--- config.mk ---
export PLATFORM = sky130hd
export DESIGN_NAME = mem_request_arbiter
export DESIGN_NICKNAME = d
export VERILOG_FILES = /design/src/rtl/mem_request_arbiter.sv
export SDC_FILE = /design/constraint.sdc
export NUM_CORES = 1
export LEC_CHECK = 0
export ABC_AREA = 1
export CORE_MARGIN = 4
export CORE_UTILIZATION = 43
export CTS_CLUSTER_SIZE = 10
export DETAILED_ROUTE_END_ITERATION = 7
export HOLD_SLACK_MARGIN = 0.06
export PLACE_DENSITY = 0.95
export SKIP_CTS_REPAIR_TIMING = 1
export SYNTH_ARGS = -nofsm -noshare
export SYNTH_HDL_FRONTEND = slang
export SYNTH_SLANG_ARGS = --single-unit
--- constraint.sdc ---
create_clock -name clk -period 4.35 [get_ports clk]
set_input_delay 0.435 -clock clk [delete_from_list [all_inputs] [get_ports clk]]
set_output_delay 0.435 -clock clk [all_outputs]
set_load 0.005 [all_outputs]
--- src/rtl/mem_request_arbiter.sv ---
// mem_request_arbiter
//
// Shares the single SRAM master port between the CPU, VGA and UART clients.
// While the display is about to be active or is active (vga_state != 0) the
// VGA client owns the bus outright through a combinational pass-through.
// During blanking the CPU and UART are served round-robin, one registered
// transaction per grant (ISSUE strobe, then WAIT for bus_busy to drop),
// with a saturating timeout counter that aborts a stuck transfer.
//
// Ports:
//   clk, nrst                 clock, asynchronous active-low reset
//   vga_state[1:0]            0 inactive, 1 pre-active, 2/3 active
//   vga_req, vga_addr         VGA read strobe and word address
//   vga_busy                  SRAM busy as seen by VGA (1 unless VGA owns bus)
//   cpu_* / uart_*            level request, addr, wdata, we, sel;
//                             done/err are one-cycle completion/timeout pulses
//   bus_req/addr/wdata/we/sel master port towards the SRAM controller
//   bus_busy                  SRAM controller busy
//   current_client[1:0]       owner: 0 CPU, 1 VGA, 2 UART, 3 none
module mem_request_arbiter #(
  parameter int TIMEOUT = 255,
  parameter int CNT_W   = 8
) (
  input  logic        clk,
  input  logic        nrst,
  input  logic [1:0]  vga_state,
  input  logic        vga_req,
  input  logic [31:0] vga_addr,
  output logic        vga_busy,
  input  logic        cpu_req,
  input  logic [31:0] cpu_addr,
  input  logic [31:0] cpu_wdata,
  input  logic        cpu_we,
  input  logic [3:0]  cpu_sel,
  output logic        cpu_done,
  output logic        cpu_err,
  input  logic        uart_req,
  input  logic [31:0] uart_addr,
  input  logic [31:0] uart_wdata,
  input  logic        uart_we,
  input  logic [3:0]  uart_sel,
  output logic        uart_done,
  output logic        uart_err,
  output logic        bus_req,
  output logic [31:0] bus_addr,
  output logic [31:0] bus_wdata,
  output logic        bus_we,
  output logic [3:0]  bus_sel,
  input  logic        bus_busy,
  output logic [1:0]  current_client
);

  typedef enum logic [1:0] {
    ST_IDLE  = 2'd0,
    ST_ISSUE = 2'd1,
    ST_WAIT  = 2'd2,
    ST_VGA   = 2'd3
  } state_t;

  localparam logic [CNT_W:0] TIMEOUT_VAL = (CNT_W + 1)'(TIMEOUT);

  // Round-robin participants: index 0 = CPU, index 1 = UART.
  logic [1:0]  cl_req;
  logic [31:0] cl_addr  [2];
  logic [31:0] cl_wdata [2];
  logic        cl_we    [2];
  logic [3:0]  cl_sel   [2];
  logic [1:0]  cl_done;
  logic [1:0]  cl_err;

  assign cl_req      = {uart_req, cpu_req};
  assign cl_addr[0]  = cpu_addr;
  assign cl_addr[1]  = uart_addr;
  assign cl_wdata[0] = cpu_wdata;
  assign cl_wdata[1] = uart_wdata;
  assign cl_we[0]    = cpu_we;
  assign cl_we[1]    = uart_we;
  assign cl_sel[0]   = cpu_sel;
  assign cl_sel[1]   = uart_sel;

  state_t           state_reg, state_next;
  logic             grant_reg, grant_next;  // granted participant index
  logic             rr_reg, rr_next;        // preferred participant on a tie
  logic [31:0]      addr_reg, addr_next;
  logic [31:0]      wdata_reg, wdata_next;
  logic             we_reg, we_next;
  logic [3:0]       sel_reg, sel_next;
  logic [CNT_W-1:0] cnt_reg, cnt_next;

  logic             vga_active;
  logic             pick;
  logic [CNT_W:0]   cnt_plus;
  logic             timeout_hit;
  logic             wait_done;
  logic             wait_err;

  assign vga_active = (vga_state != 2'd0);
  // With both requesting the rr pointer decides; otherwise the sole requester.
  assign pick       = (&cl_req) ? rr_reg : cl_req[1];
  // Timeout fires in the WAIT cycle whose busy sample brings the count to TIMEOUT.
  assign cnt_plus    = {1'b0, cnt_reg} + {{CNT_W{1'b0}}, 1'b1};
  assign timeout_hit = bus_busy && (cnt_plus >= TIMEOUT_VAL);
  assign wait_done   = (state_reg == ST_WAIT) && !bus_busy;
  assign wait_err    = (state_reg == ST_WAIT) && timeout_hit;

  genvar gi;
  generate
    for (gi = 0; gi < 2; gi++) begin : g_client
      assign cl_done[gi] = wait_done && (grant_reg == 1'(gi));
      assign cl_err[gi]  = wait_err  && (grant_reg == 1'(gi));
    end
  endgenerate

  assign cpu_done  = cl_done[0];
  assign uart_done = cl_done[1];
  assign cpu_err   = cl_err[0];
  assign uart_err  = cl_err[1];

  always_ff @(posedge clk or negedge nrst) begin
    if (!nrst) begin
      state_reg <= ST_IDLE;
      grant_reg <= 1'b0;
      rr_reg    <= 1'b0;
      addr_reg  <= '0;
      wdata_reg <= '0;
      we_reg    <= 1'b0;
      sel_reg   <= '0;
      cnt_reg   <= '0;
    end else begin
      state_reg <= state_next;
      grant_reg <= grant_next;
      rr_reg    <= rr_next;
      addr_reg  <= addr_next;
      wdata_reg <= wdata_next;
      we_reg    <= we_next;
      sel_reg   <= sel_next;
      cnt_reg   <= cnt_next;
    end
  end

  always_comb begin
    state_next = state_reg;
    grant_next = grant_reg;
    rr_next    = rr_reg;
    addr_next  = addr_reg;
    wdata_next = wdata_reg;
    we_next    = we_reg;
    sel_next   = sel_reg;
    cnt_next   = cnt_reg;
    case (state_reg)
      ST_IDLE: begin
        if (vga_active) begin
          state_next = ST_VGA;
        end else if (|cl_req) begin
          grant_next = pick;
          rr_next    = ~pick;
          addr_next  = cl_addr[pick];
          wdata_next = cl_wdata[pick];
          we_next    = cl_we[pick];
          sel_next   = cl_sel[pick];
          state_next = ST_ISSUE;
        end
      end
      ST_ISSUE: begin
        cnt_next   = '0;
        state_next = ST_WAIT;
      end
      ST_WAIT: begin
        // A rising vga_state never aborts; VGA only takes over once done/err.
        if (bus_busy && (cnt_reg != {CNT_W{1'b1}})) begin
          cnt_next = cnt_reg + 1'b1;
        end
        if (!bus_busy || timeout_hit) begin
          state_next = vga_active ? ST_VGA : ST_IDLE;
        end
      end
      ST_VGA: begin
        if (!vga_active) begin
          state_next = ST_IDLE;
        end
      end
      default: state_next = ST_IDLE;
    endcase
  end

  always_comb begin
    bus_req        = 1'b0;
    bus_addr       = addr_reg;
    bus_wdata      = wdata_reg;
    bus_we         = we_reg;
    bus_sel        = sel_reg;
    vga_busy       = 1'b1;
    current_client = 2'd3;
    case (state_reg)
      ST_ISSUE: begin
        bus_req        = 1'b1;
        current_client = grant_reg ? 2'd2 : 2'd0;
      end
      ST_WAIT: begin
        current_client = grant_reg ? 2'd2 : 2'd0;
      end
      ST_VGA: begin
        bus_req        = vga_req;
        bus_addr       = vga_addr;
        bus_wdata      = '0;
        bus_we         = 1'b0;
        bus_sel        = {4{vga_req}};
        vga_busy       = bus_busy;
        current_client = 2'd1;
      end
      default: ;
    endcase
  end

endmodule
# Word level (Yosys, flattened, before mapping)
# Index checks and enable logic that the tools add are counted.
totals:
  in_bits: 178
  out_inout_bits: 77
  word_cells: 72
  reg_bits: 81
classes:
  n_reduce_logical: 19
  add_sub_neg: 2
  order_cmp: 2
  bitwise: 4
  n_mux: 29
  eq_ne: 8
op_table:
  columns: ["cell", "count"]
  rows:
  - ["two-way mux 32 bit", 8]
  - ["two-way mux 4 bit", 4]
  - ["one-hot mux 8 bit (2 select lines)", 1]
  - ["two-way mux 2 bit", 6]
  - ["adder 8 x 1 -> 9 bit (second input constant)", 1]
  - ["greater-or-equal comparator 9 x 8 -> 1 bit (second input constant)", 1]
  - ["adder 8 x 1 -> 8 bit (second input constant)", 1]
  - ["logical AND 1 bit", 8]
  - ["two-way mux 8 bit", 1]
  - ["inequality test 8 bit (second input constant)", 1]
  - ["one-hot mux 2 bit (4 select lines)", 1]
  - ["two-way mux 1 bit", 6]
  - ["AND reduction 3 bit", 2]
  - ["equality test 2 bit (second input constant)", 2]
  - ["inequality test 2 x 1 -> 1 bit (second input constant)", 2]
  - ["one-hot mux 2 bit (2 select lines)", 1]
  - ["AND reduction 2 bit", 2]
  - ["nonzero test 2 bit", 2]
  - ["OR reduction 2 bit", 2]
  - ["inequality test 3 bit (second input constant)", 1]
  - ["NOT 1 bit", 3]
  - ["equality test 2 x 1 -> 1 bit (second input constant)", 1]
  - ["greater-or-equal comparator 2 bit (second input constant)", 1]
  - ["zero test 2 bit", 1]
  - ["5 further kinds", 5]

# Longest topological paths before layout
# Gate-level depths: netlist of the first run.
logic_depth:
  word_depth: 6
  depth_mapped: 12
  mapped_depth_nobuf: 12

# Worst setup path after synthesis of the first run
# OpenSTA, ideal clock, no wires.
synth_timing:
  path_kind: "reg-to-output"
  start: "register cnt_reg[0]"
  end: "output cpu_err"
  slack_ns: 2.534
  required_ns: 3.915
  stages_incl_launch_ff: 12
  t_arrival_ns: 1.381
  path_buffers: 0
  path_cell_list: "dfrtp_1 > inv_1 > ha_1 > nor2_1 > nor2_1 > nor2_1 > nand3_1 > nor2_1 > nand2_1 > nand2_1 > nand2_1 > nor2_1"
synth_via:
  elab_chain_cells: 5
synth_rtl:
  columns: ["item", "line_no", "source"]
  rows:
  - ["start: declaration", "88", "logic [CNT_W-1:0] cnt_reg, cnt_next;"]
  - ["start signal: assignment", "137", "cnt_reg <= cnt_next;"]
  - ["adder 8 x 1 -> 9 bit", "101", "assign cnt_plus = {1'b0, cnt_reg} + {{CNT_W{1'b0}}, 1'b1};"]
  - ["greater-or-equal comparator 9 x 8 -> 1 bit", "102", "assign timeout_hit = bus_busy && (cnt_plus >= TIMEOUT_VAL);"]
  - ["logical AND 1 bit", "102", null]
  - ["logical AND 1 bit", "104", "assign wait_err = (state_reg == ST_WAIT) && timeout_hit;"]
  - ["logical AND 1 bit", "110", "assign cl_err[gi] = wait_err && (grant_reg == 1'(gi));"]
  - ["end: declaration", "36", "output logic cpu_err,"]
# No other way between the ends.

# Worst setup path after layout of the first run
layout_timing:
  start: "register state_reg[0]"
  end: "output bus_sel[3]"
layout_via:
  elab_chain_cells: 2
layout_rtl:
  columns: ["item", "line_no", "source"]
  rows:
  - ["start: declaration", "81", "state_t state_reg, state_next;"]
  - ["start signal: assignment", "130", "state_reg <= state_next;"]
  - ["equality test 2 bit", "194", "case (state_reg)"]
  - ["two-way mux 4 bit", "194", null]
  - ["end: declaration", "48", "output logic [3:0] bus_sel,"]
# No other way between the ends.

==> results.sh, run 1 <==
export IMPL_status="finished clean"
export IMPL_root_buffer="clkbuf_8"
export IMPL_r2r_slack_ns=2.00
export IMPL_max_slew_worst_pin_slew_ns=1.05
export IMPL_p_per_area_nw_per_um2=560
export IMPL_finalSetupViolCount=0
export IMPL_drive_above_1_share_pct=4.16
export IMPL_firstDrtPassIters=7
export IMPL_synth_avg_cell_area_sq_um=7.76
export IMPL_slew_violations=0
export IMPL_syn_instance_count=607
export IMPL_area_delta_synth_final_pct=57.7
export IMPL_async_flop_share_pct=100
export IMPL_die_w_um=113
export IMPL_drt_met1_wl_um=5870
export IMPL_fill_cells=781
export IMPL_clk_pin_slew_ns=0.09
export IMPL_num_io_pins=255
export IMPL_overflow=0
export IMPL_cts_buffer_depth=2
export IMPL_diodes=0
export IMPL_drt_antenna_violating_nets=0
export IMPL_wl_met2_um=7810
export IMPL_max_freq_mhz=323
export IMPL_relSlewSlack_pct=30.0
export IMPL_synth_area_top_cells="dfrtp_1 43%, o221ai_1 13%, inv_1 13%, nand3_1 7.8%, nand2_1 5.3%"
export IMPL_syn_nets=791
export IMPL_period_minus_slack_ns=3.09
export IMPL_fp_dieH_um=113
export IMPL_ys_flop_type="dfrtp_1"
export IMPL_cp_top_family="adder cells"
export IMPL_antenna_found_initial=0
export IMPL_remaining_drc_errors=0
export IMPL_yosysSeqAreaShare_pct=43.0
export IMPL_syn_area_sq_um=4710
export IMPL_final_nets=1021
export IMPL_final_common_cell="clkdlybuf4s50_1"
export IMPL_clock_skew_ns=0.0144
export IMPL_irDropWorstVdd_mv=0.386
export IMPL_vias=4983
export IMPL_wl_per_cell_um=15.7
export IMPL_setup_tns_ns=0
export IMPL_gp_congestion=0.867
export IMPL_yosys_area_top_type_share_pct=43.0
export IMPL_crit_arrival_ns=2.66
export IMPL_synth_edf_count=0
export IMPL_synth_seq_cells=81
export IMPL_cp_data_required_time_ns=3.91
export IMPL_fin_crit_sh_pct=71.1
export IMPL_drtIter0Drc=247
export IMPL_p_leak_nw=3.40
export IMPL_grt_max_degree=90
export IMPL_hold_violations=0
export IMPL_synthDistinctLibCells=25
export IMPL_max_cap_violations=0
export IMPL_reg2reg_depth=7
export IMPL_cp_cell_sequence="ha_4 > nand2_1 > o21ai_0 > clkdlybuf4s50_1"
export IMPL_cp_num_buf_inv=1
export IMPL_cp_end_kind="primary output"
export IMPL_cts_inserted_buffers=9
export IMPL_start_util_pct=44.8
export IMPL_placementRows=37
export IMPL_clock_sinks=81
export IMPL_cpPeakStageDelay_ns=0.72
export IMPL_viasPerCell=5.10
export IMPL_r2r_end="addr_reg[7]"
export IMPL_synth_warnings=0
export IMPL_critical_path_max_fanout=89
export IMPL_final_cell_mix="253 x clkdlybuf4s50_1, 158 x inv_1, 81 x dfrtp_1, 73 x nand3_1, 69 x o221ai_1"
export IMPL_dr_wl_met3_um=1320
export IMPL_crit_type="reg2out"
export IMPL_yosys_area_top_type="dfrtp_1"
export IMPL_core_area_sq_um=10500
export IMPL_crit_slowest_cell="ha_4"
export IMPL_die_area_sq_um=12700
export IMPL_routed_top_layer="met4"
export IMPL_hold_ws_ns=0.266
export IMPL_wl_um=15300
export IMPL_timing_rr_start="state_reg[0]"
export IMPL_portBuffers=254
export IMPL_clk_latency_ns=0.33
export IMPL_min_path_type="in2async"
export IMPL_hpwl_um=11700
export IMPL_rsz0062_at_grt="false"
export IMPL_grt_pass1_wl_um=24700
export IMPL_grt_pass1_vias=5174
export IMPL_setup_worst_path_start_class="flip-flop"
export IMPL_cts_max_level=3
export IMPL_cts_tree="yes"
export IMPL_track_usage_pct=23.6
where the power goes:
group          internal, W  leakage, nW  switching (W)
combinational      0.00133         2.32        0.00106
clock             0.000266       0.0933       0.000278
sequential         0.00110        0.987       0.000126
total              0.00270         3.40        0.00146
per-stage QoR:
stage	setup WS, ns	power [W]	area, sq um	utilization (%)	std cells
detailed placement	1.64	0.00365	7240	68.9	962
finish	1.26	0.00416	7430	70.7	978
global placement	1.68	0.00357	7240	68.9	962
global route	0.994	0.00449	7430	70.7	978
CTS	1.24	0.00420	7430	70.7	978
floorplan	2.53	0.00230	4710	-	607
cells in the mapped netlist, types with 2 or more instances:
master / count
ha_1: 6
buf_6: 9
buf_2: 9
inv_1: 158
o221ai_1: 69
nand2_1: 66
o21ai_0: 45
nand2_2: 5
nand3_1: 73
o21ai_1: 2
o22ai_1: 4
dfrtp_1: 81
nor3_1: 2
nor2_1: 45
nand3_2: 3
nor2_4: 2
clkbuf_1: 20
kinds of logic (layout without fill, tap and decap cells):
group | after synthesis | count (layout) | share of synthesized area (%)
DFF | 81 | 81 | 43.0
and+or+nand+nor | 198 | 198 | 18.9
AOI/OAI and AO/OA | 123 | 123 | 18.9
buffers and inverters | 199 | 434 | 17.6
adders and majority gates | 6 | 6 | 1.59
area by class of cell:
cell class              count  area, sq um  area share (%)
inverters                 159          597            8.04
repair buffers            259         2580            34.7
flip-flops and latches     81         2030            27.3
multi-input cells         327         1870            25.2
well taps                 136          170            2.29
clock buffers              11          131            1.77
clock inverters             5         56.3           0.758
metal layers:
layer / up-vias / GRT usage, %
li1: 2445 / -
met4: 0 / 6.65
met5: - / 0
met2: 189 / 42.8
met1: 2325 / 26.6
met3: 24 / 7.44
worst max path at each step:
stage,startpoint,endpoint,slack (ns),depth (start not counted)
2_1_floorplan,cnt_reg[0],cpu_err,2.53,11
3_5_place_dp,state_reg[0],bus_sel[3],1.64,4
6_report,state_reg[0],bus_sel[3],1.26,4
5_1_grt,state_reg[0],bus_sel[3],0.99,4
4_1_cts,state_reg[0],bus_sel[3],1.24,4
3_3_place_gp,state_reg[0],bus_sel[3],1.68,4
No activity file was read; power rests on OpenSTA's default activity.
==> run 2: changes to the inputs <==
CORE_UTILIZATION = 40   (was 43)
PLACE_DENSITY = 0.93   (was 0.95)
clock period = 2.9 ns   (was 4.35 ns; I/O delays follow)
==> results.sh, run 2 (synthesis results as in run 1) <==
export IMPL_status="finished clean"
export IMPL_final_cell_area_sq_um=7600
export IMPL_cts_buffer_depth=2
export IMPL_core_area_sq_um=11500
export IMPL_grt_pass1_wl_um=23100
export IMPL_wl_per_cell_um=15.2
export IMPL_gp_congestion=0.866
export IMPL_fin_crit_sh_pct=91.3
export IMPL_drt_met1_wl_um=5680
export IMPL_clock_skew_ns=0.0104
export IMPL_cts_max_level=3
export IMPL_die_area_sq_um=13600
export IMPL_drtIter0Drc=215
export IMPL_wl_um=15000
export IMPL_vias=4947
export IMPL_overflow=0
export IMPL_final_common_cell="clkdlybuf4s50_1"
export IMPL_remaining_drc_errors=0
export IMPL_die_w_um=117
export IMPL_setup_worst_path_start_class="flip-flop"
export IMPL_portBuffers=254
export IMPL_finalSetupViolCount=0
export IMPL_drive_above_1_share_pct=4.85
export IMPL_drt_antenna_violating_nets=0
export IMPL_clock_sinks=81
export IMPL_rsz0062_at_grt="false"
export IMPL_final_util_pct=66.3
export IMPL_wl_met2_um=7370
export IMPL_dr_wl_met3_um=1470
export IMPL_placed_area_sq_um=7300
export IMPL_p_per_area_nw_per_um2=865
export IMPL_cts_inserted_buffers=9
export IMPL_fill_cells=896
export IMPL_crit_arrival_ns=2.36
export IMPL_clk_latency_ns=0.33
export IMPL_hold_violations=0
export IMPL_routed_top_layer="met4"
export IMPL_grt_max_degree=85
export IMPL_hpwl_um=11300
export IMPL_firstDrtPassIters=7
export IMPL_final_nets=1025
export IMPL_diodes=0
export IMPL_antenna_found_initial=0
export IMPL_placementRows=39
export IMPL_start_util_pct=41.1
export IMPL_clk_pin_slew_ns=0.06
export IMPL_num_io_pins=255
export IMPL_cp_end_kind="primary output"
export IMPL_root_buffer="clkbuf_16"
export IMPL_crit_type="reg2out"
export IMPL_final_cell_mix="253 x clkdlybuf4s50_1, 158 x inv_1, 81 x dfrtp_1, 73 x nand3_1, 69 x o221ai_1"
export IMPL_cp_data_required_time_ns=2.61
export IMPL_max_slew_worst_pin_slew_ns=1.03
export IMPL_p_leak_nw=3.48
export IMPL_critical_path_max_fanout=5
export IMPL_cts_tree="yes"
export IMPL_slew_violations=0
export IMPL_period_minus_slack_ns=2.65
export IMPL_setup_tns_ns=0
export IMPL_irDropWorstVdd_mv=0.500
export IMPL_max_cap_violations=0
export IMPL_viasPerCell=5.00
export IMPL_relSlewSlack_pct=31.2
export IMPL_track_usage_pct=21.5
export IMPL_grt_pass1_vias=4822
export IMPL_fp_dieH_um=117
export IMPL_max_freq_mhz=378
export IMPL_min_path_type="in2async"
export IMPL_area_delta_synth_final_pct=61.4
## run 2: layer usage
layer  global-route usage (%)  vias up
li1                         -     2457
met1                     23.9     2250
met2                     37.6      204
met3                     6.99       36
met4                     9.59        0
met5                        0        -
## run 2: cell type report
cell class | count | area, sq um | share of cell area (%)
repair buffers | 263 | 2630 | 34.6
clock inverters | 7 | 71.3 | 0.938
well taps | 143 | 179 | 2.35
multi-input cells | 327 | 1870 | 24.6
inverters | 159 | 597 | 7.85
flip-flops and latches | 81 | 2030 | 26.7
clock buffers | 9 | 225 | 2.96
## run 2: stage by stage
step	hold WS, ns	cells	setup WS, ns	total power, W
2_1_floorplan	-0.00559	607	1.23	0.00345
3_3_place_gp	0.504	973	0.660	0.00539
3_5_place_dp	0.535	973	0.618	0.00550
4_1_cts	0.189	989	0.259	0.00665
5_1_grt	0.240	989	0.0100	0.00709
6_report	0.145	989	0.252	0.00658
## run 2: final timing paths
kind | startpoint | slack, ns | depth (start not counted) | end
worst min-delay path | nrst | 0.15 | 1 | cnt_reg[5]
worst max register to register | state_reg[1] | 1.06 | 7 | wdata_reg[28]
max in group asynchronous | nrst | 2.10 | 1 | wdata_reg[3]
worst max-delay path | cnt_reg[0] | 0.25 | 12 | cpu_err
worst min register to register | rr_reg | 0.56 | 2 | rr_reg
min in group clk | uart_wdata[30] | 0.56 | 3 | wdata_reg[30]
## run 2: worst max-delay path, cell delays in order, from the launching register on
cell             delay [ns]
dfrtp_1                0.43
inv_1                  0.10
ha_1                   0.31
nor2_1                 0.09
nor2_1                 0.04
nor2_1                 0.09
nand3_1                0.08
nor2_1                 0.09
nand2_1                0.08
nand2_1                0.06
nand2_1                0.06
nor2_1                 0.09
clkdlybuf4s50_1        0.51
## run 2: power by group
part	switching, W	total, W	internal (W)
Combinational	0.00158	0.00360	0.00202
Sequential	0.000190	0.00185	0.00166
Clock	0.000462	0.00113	0.000667
==> run 3: changes to the inputs <==
CTS_CLUSTER_SIZE = 40   (was 10)
==> results of run 3 <==
No change in the layout: final DEF, timing and power equal those of run 2.
